<file path="config.mk">
export PLATFORM = sky130hd
export DESIGN_NAME = pc_redirect_ctrl
export DESIGN_NICKNAME = d
export VERILOG_FILES = /design/src/rtl/pc_redirect_ctrl_pkg.sv /design/src/rtl/pc_redirect_ctrl.sv
export SDC_FILE = /design/constraint.sdc
export NUM_CORES = 1
export LEC_CHECK = 0
export CELL_PAD_IN_SITES_DETAIL_PLACEMENT = 0
export CELL_PAD_IN_SITES_GLOBAL_PLACEMENT = 1
export CORE_ASPECT_RATIO = 1.5
export CORE_MARGIN = 4
export CORE_UTILIZATION = 30
export CTS_CLUSTER_SIZE = 20
export DETAILED_ROUTE_END_ITERATION = 6
export GPL_TIMING_DRIVEN = 0
export PLACE_DENSITY = 0.87
export REMOVE_ABC_BUFFERS = 1
export SLEW_MARGIN = 5
export SYNTH_ARGS = -nofsm -noshare
export SYNTH_HDL_FRONTEND = slang
export SYNTH_SLANG_ARGS = --single-unit
</file>
<file path="constraint.sdc">
create_clock -name clk -period 2.08 [get_ports clk]
set_input_delay 0.416 -clock clk [delete_from_list [all_inputs] [get_ports clk]]
set_output_delay 0.416 -clock clk [all_outputs]
set_load 0.02 [all_outputs]
</file>
<file path="src/rtl/pc_redirect_ctrl_pkg.sv">
// Shared CPU definitions for redirect sequencing: state and cause encodings,
// and the default interrupt vector.
package pc_redirect_ctrl_pkg;

    localparam logic [31:0] INT_VECTOR_DEFAULT = 32'h0000_0001;

    typedef enum logic [1:0] {
        ST_RUN    = 2'd0,
        ST_PEND   = 2'd1,
        ST_HALTED = 2'd2
    } state_t;

    // Redirect cause as seen by debug tooling
    typedef enum logic [1:0] {
        CAUSE_JUMP = 2'd0,
        CAUSE_RETI = 2'd1,
        CAUSE_INT  = 2'd2
    } cause_t;

endpackage

</file>
<file path="src/rtl/pc_redirect_ctrl.sv">
// Control-flow redirect sequencer: jumps, RETI, HALT and interrupt entry,
// driving one valid/ready redirect request to fetch.
module pc_redirect_ctrl
    import pc_redirect_ctrl_pkg::*;
#(
    parameter int unsigned              ADDR_W     = 32,
    parameter logic [ADDR_W-1:0]        INT_VECTOR = ADDR_W'(INT_VECTOR_DEFAULT)
) (
    input  logic              clk,
    input  logic              reset,
    input  logic              ex_valid,
    input  logic              jump_valid,
    input  logic [ADDR_W-1:0] jump_addr,
    input  logic              ex_halt,
    input  logic              ex_reti,
    input  logic [ADDR_W-1:0] ex_next_pc,
    input  logic              int_req,
    input  logic              redir_ready,
    output logic              redir_valid,
    output logic [ADDR_W-1:0] redir_addr,
    output logic              flush,
    output logic              ex_stall,
    output logic              halted,
    output logic              int_active,
    output logic [ADDR_W-1:0] epc,
    output logic [31:0]       redirect_count
);

    state_t            state, state_n;
    logic              halt_after, halt_after_n;
    logic              redir_valid_n, flush_n, halted_n, int_active_n;
    logic [ADDR_W-1:0] redir_addr_n, epc_n;
    logic [31:0]       redirect_count_n;

    assign ex_stall = (state != ST_RUN);

    always_ff @(posedge clk) begin
        if (reset) begin
            state          <= ST_RUN;
            halt_after     <= 1'b0;
            redir_valid    <= 1'b0;
            redir_addr     <= '0;
            flush          <= 1'b0;
            halted         <= 1'b0;
            int_active     <= 1'b0;
            epc            <= '0;
            redirect_count <= '0;
        end else begin
            state          <= state_n;
            halt_after     <= halt_after_n;
            redir_valid    <= redir_valid_n;
            redir_addr     <= redir_addr_n;
            flush          <= flush_n;
            halted         <= halted_n;
            int_active     <= int_active_n;
            epc            <= epc_n;
            redirect_count <= redirect_count_n;
        end
    end

    always_comb begin
        state_n          = state;
        halt_after_n     = halt_after;
        redir_valid_n    = redir_valid;
        redir_addr_n     = redir_addr;
        flush_n          = flush;
        halted_n         = halted;
        int_active_n     = int_active;
        epc_n            = epc;
        redirect_count_n = redirect_count;

        case (state)
            ST_RUN: begin
                redir_valid_n = 1'b0;
                flush_n       = 1'b0;
                if (ex_valid && ex_reti) begin
                    redir_addr_n  = epc;
                    int_active_n  = 1'b0;
                    redir_valid_n = 1'b1;
                    flush_n       = 1'b1;
                    state_n       = ST_PEND;
                end else if (ex_valid && jump_valid) begin
                    redir_addr_n  = jump_addr;
                    halt_after_n  = ex_halt;
                    redir_valid_n = 1'b1;
                    flush_n       = 1'b1;
                    state_n       = ST_PEND;
                end else if (int_req && !int_active) begin
                    redir_addr_n  = INT_VECTOR;
                    epc_n         = ex_next_pc;
                    int_active_n  = 1'b1;
                    redir_valid_n = 1'b1;
                    flush_n       = 1'b1;
                    state_n       = ST_PEND;
                end
            end
            ST_PEND: begin
                if (redir_ready) begin
                    redirect_count_n = redirect_count + 32'd1;
                    redir_valid_n    = 1'b0;
                    halt_after_n     = 1'b0;
                    if (halt_after) begin
                        state_n  = ST_HALTED;
                        halted_n = 1'b1;
                        flush_n  = 1'b1;
                    end else begin
                        state_n = ST_RUN;
                        flush_n = 1'b0;
                    end
                end
            end
            ST_HALTED: begin
                // redir_addr still holds the HALT's own PC here
                if (int_req && !int_active) begin
                    epc_n         = redir_addr + ADDR_W'(1);
                    int_active_n  = 1'b1;
                    halted_n      = 1'b0;
                    redir_addr_n  = INT_VECTOR;
                    redir_valid_n = 1'b1;
                    flush_n       = 1'b1;
                    state_n       = ST_PEND;
                end
            end
            default: state_n = ST_RUN;
        endcase
    end

endmodule

</file>
==> results.sh <==
export IMPL_outcome="finished clean"
export IMPL_syn_area_per_cell_um2=8.31
export IMPL_start_util_pct=30.6
export IMPL_numPortBuffers=172
export IMPL_min_path_cells=2
export IMPL_async_reset_ff_share_pct=0
export IMPL_drive_gt1_share_pct=10.5
export IMPL_drt_iter0_markers=322
export IMPL_synth_edff_count=0
export IMPL_holdWs_ns=0.473
export IMPL_r2r_start="redir_addr[9]"
export IMPL_clk_pin_slew_worst_paths_ns=0.07
export IMPL_powerDensity_mw_per_mm2=655
export IMPL_holdPathEnd="epc[2]"
export IMPL_synth_top_area_share_pct=38.8
export IMPL_yosysMostFrequentCell="dfxtp_1"
export IMPL_fin_tns_setup_ns=0
export IMPL_gp_congestion=0.817
export IMPL_clkLatencyLatePin_ns=0.35
export IMPL_syn_inst=639
export IMPL_worstPathRequired_ns=2.31
export IMPL_crit_slowest_cell="clkdlybuf4s50_1"
export IMPL_hold_viol_final=0
export IMPL_synth_area_top_cells="dfxtp_1 (39%), nor2_1 (5.9%), a22o_1 (5.3%), a22oi_1 (5.1%), xor2_1 (4.8%)"
export IMPL_min_path_type="reg2reg"
export IMPL_cpMostUsedCell="nand2_1"
export IMPL_swShare_pct=28.4
export IMPL_ir_drop_mv=0.401
export IMPL_yosysWarnings=0
export IMPL_synth_distinct_cells=52
export IMPL_viasPerCell=5.33
export IMPL_cts_hold_buf=0
export IMPL_synthSimpleGateAreaFrac_pct=23.2
export IMPL_synthMuxAreaShare_pct=0.566
export IMPL_critPathMaxFanout=12
export IMPL_dr_pass1_iters=5
export IMPL_drcViolationCount=0
export IMPL_final_util_pct=45.1
export IMPL_h_tree_depth=3
export IMPL_worstMarginPinSlew_ns=0.849
export IMPL_ys_seq_elements=103
export IMPL_grt_start_max_net_pins=58
export IMPL_net_switching_power_mw=1.46
export IMPL_p_int_mw=3.67
export IMPL_synth_area_leader_cell="dfxtp_1"
export IMPL_synthAdderAreaFrac_pct=1.41
export IMPL_top_layer="met4"
export IMPL_ys_top_cells_by_count="dfxtp_1 (103), nor2_1 (84), nand2_1 (45)"
export IMPL_synth_compound_area_share_pct=22.8
export IMPL_synth_main_ff_cell="dfxtp_1"
export IMPL_yosysSeqAreaShare_pct=38.8
export IMPL_drtAntennaViolNets=0
export IMPL_die_w_um=117
export IMPL_antenna_found_initial=0
export IMPL_slew_limit_headroom_pct=43.3
export IMPL_overflow=0
export IMPL_finalPower_mw=5.13
export IMPL_grt_pass1_wl_um=29100
export IMPL_skew_ns=0.00803
export IMPL_nNetsFinal=867
export IMPL_min_period_ns=2.02
export IMPL_syn_area_mm2=0.00531
export IMPL_cpPeakStageDelay_ns=0.51
export IMPL_drt_met1_wl_um=7610
export IMPL_io_pins=173
export IMPL_seq_power_share_pct=43.1
export IMPL_grt_total_usage_pct=18.7
export IMPL_fmax_mhz=495
export IMPL_routed_wl_um=18900
export IMPL_synth_xor_area_share_pct=9.08
export IMPL_antenna_cells=0
export IMPL_die_area_mm2=0.0199
export IMPL_ff2ff_path_depth=5
export IMPL_p_leak_nw=2.55
export IMPL_final_max_slew_viol_count=0
export IMPL_rsz0062_at_grt="true"
export IMPL_root_buffer="clkbuf_16"
export IMPL_cts_sinks=103
export IMPL_combPwrFrac_pct=21.6
export IMPL_wl_per_cell_um=18.8
export IMPL_cp_start_kind="primary input"
export IMPL_setup_violations=0
export IMPL_coreArea_mm2=0.0173
export IMPL_synth_top_family_by_area="simple AND/OR/NAND/NOR gates"
export IMPL_fin_crit_sh_pct=97.1
export IMPL_r2r_end="epc[29]"
export IMPL_grt_pass1_vias=5303
export IMPL_r2r_slack_ns=0.10
export IMPL_post_dp_hpwl_um=13500
export IMPL_crit_chain="clkdlybuf4s50_1 > o21a_2 > nand2_1 > nand2_1 > a221oi_1 > o22ai_1"
export IMPL_endpoint_kind="flop"
export IMPL_worstSetupPathType="in2reg"
export IMPL_die_y_um=171
export IMPL_cts_made_buffers=9
export IMPL_detailroute_via_count=5366
export IMPL_min_delay_start="epc[2]"
export IMPL_arrival_ns=2.25
export IMPL_cts_tree="built"
export IMPL_rows=59
export IMPL_clockPowerShare_pct=35.4
export IMPL_met2WireLength_um=9760
export IMPL_cts_buffer_depth=2
export IMPL_syn2layout_area_growth_pct=47.5
export IMPL_met3WireLength_um=1140
export IMPL_cap_violations=0
-- critical path, delay by kind of cell --
| family | cells | cell delay (ns) |
|---|---|---|
| AOI/OAI and AO/OA | 3 | 0.86 |
| buffers and inverters | 1 | 0.51 |
| and+or+nand+nor | 2 | 0.45 |
-- kinds of logic (layout without fill, tap and decap cells) --
group	count (synthesis)	count (layout)
buf+inv	55	208
xor+xnor	55	55
compound gates	170	170
simple gates	247	248
fa+ha+maj	6	6
mux	3	3
flops	103	103
-- flip-flops by register name (all words and copies together) (netlist names) --
name and count:
epc 32, redir_addr 32, redirect_count 32, state 2, flush 1, halt_after 1, halted 1, int_active 1
redir_valid 1
-- stage by stage --
step | worst slack [ns] | instance area (µm²) | std cells
floorplan | -1.66 | 5130 | 595
CTS | -0.0486 | 7670 | 1002
finish | 0.0599 | 7830 | 1006
detailed placement | -0.935 | 7250 | 984
global placement | -4.24 | 7120 | 980
global route | -0.0274 | 7830 | 1006
-- how the worst max path moves through the flow --
stage	from	endpoint	cells past startpoint	slack, ns
floorplan	state[0]	epc[16]	6	-1.66
global placement	state[0]	epc[16]	6	-4.24
detailed placement	state[1]	epc[29]	7	-0.93
CTS	state[0]	epc[16]	7	-0.05
global route	redir_addr[9]	epc[31]	5	-0.03
finish	ex_reti	epc[13]	6	0.06
-- power by group through the flow --
stage | Clock, mW | Sequential (mW) | Combinational [mW]
floorplan | 0 | 2.33 | 0.377
global placement | 0 | 2.25 | 1.00
detailed placement | 0 | 2.25 | 1.06
CTS | 1.88 | 2.20 | 1.10
global route | 1.96 | 2.23 | 1.19
finish | 1.81 | 2.21 | 1.11
-- metal layers --
| metal | vias up | global-route usage, % |
|---|---|---|
| met5 | - | 0 |
| met4 | 0 | 5.69 |
| met3 | 27 | 4.42 |
| met2 | 153 | 33.9 |
| met1 | 2530 | 21.4 |
| li1 | 2656 | - |
-- what timing repair did --
item	4_1_cts	5_1_grt
setup endpoints to repair	69	36
gates cloned	1	0
buffers inserted	2	4
pin swaps	2	2
resized for setup	22	34
-- area by class of cell --
class / count / area, µm²
clock buffer: 11 / 243
clock inverter: 4 / 70.1
fill: 1708 / 9520
inverter: 11 / 46.3
multi-input combinational: 482 / 3270
sequential: 103 / 2080
tap: 213 / 267
timing repair buffer: 182 / 1860
-- placed cells by master, fill, tap and decap left out, types with 4 or more instances in the layout --
cell,netlist,routed
xor2_1,29,29
or3_1,4,4
xnor2_1,26,26
clkbuf_16,0,9
o221ai_1,7,7
a31oi_1,6,6
dfxtp_2,0,13
o211ai_1,4,4
o21a_1,5,4
a32oi_1,4,4
nand2_1,45,44
and2_1,8,7
a21oi_1,26,25
nor4_1,15,5
a22oi_1,36,36
inv_1,8,8
and4_1,9,7
nor2_1,84,82
nor3_1,11,9
o21ai_1,19,17
nor4_2,3,12
clkdlybuf4s50_1,0,170
nand3_1,31,28
a22o_1,32,32
buf_4,0,6
o22ai_1,7,7
o21ai_0,4,4
nand4_1,21,21
dfxtp_1,103,89
No activity file was read; power rests on OpenSTA's default activity.
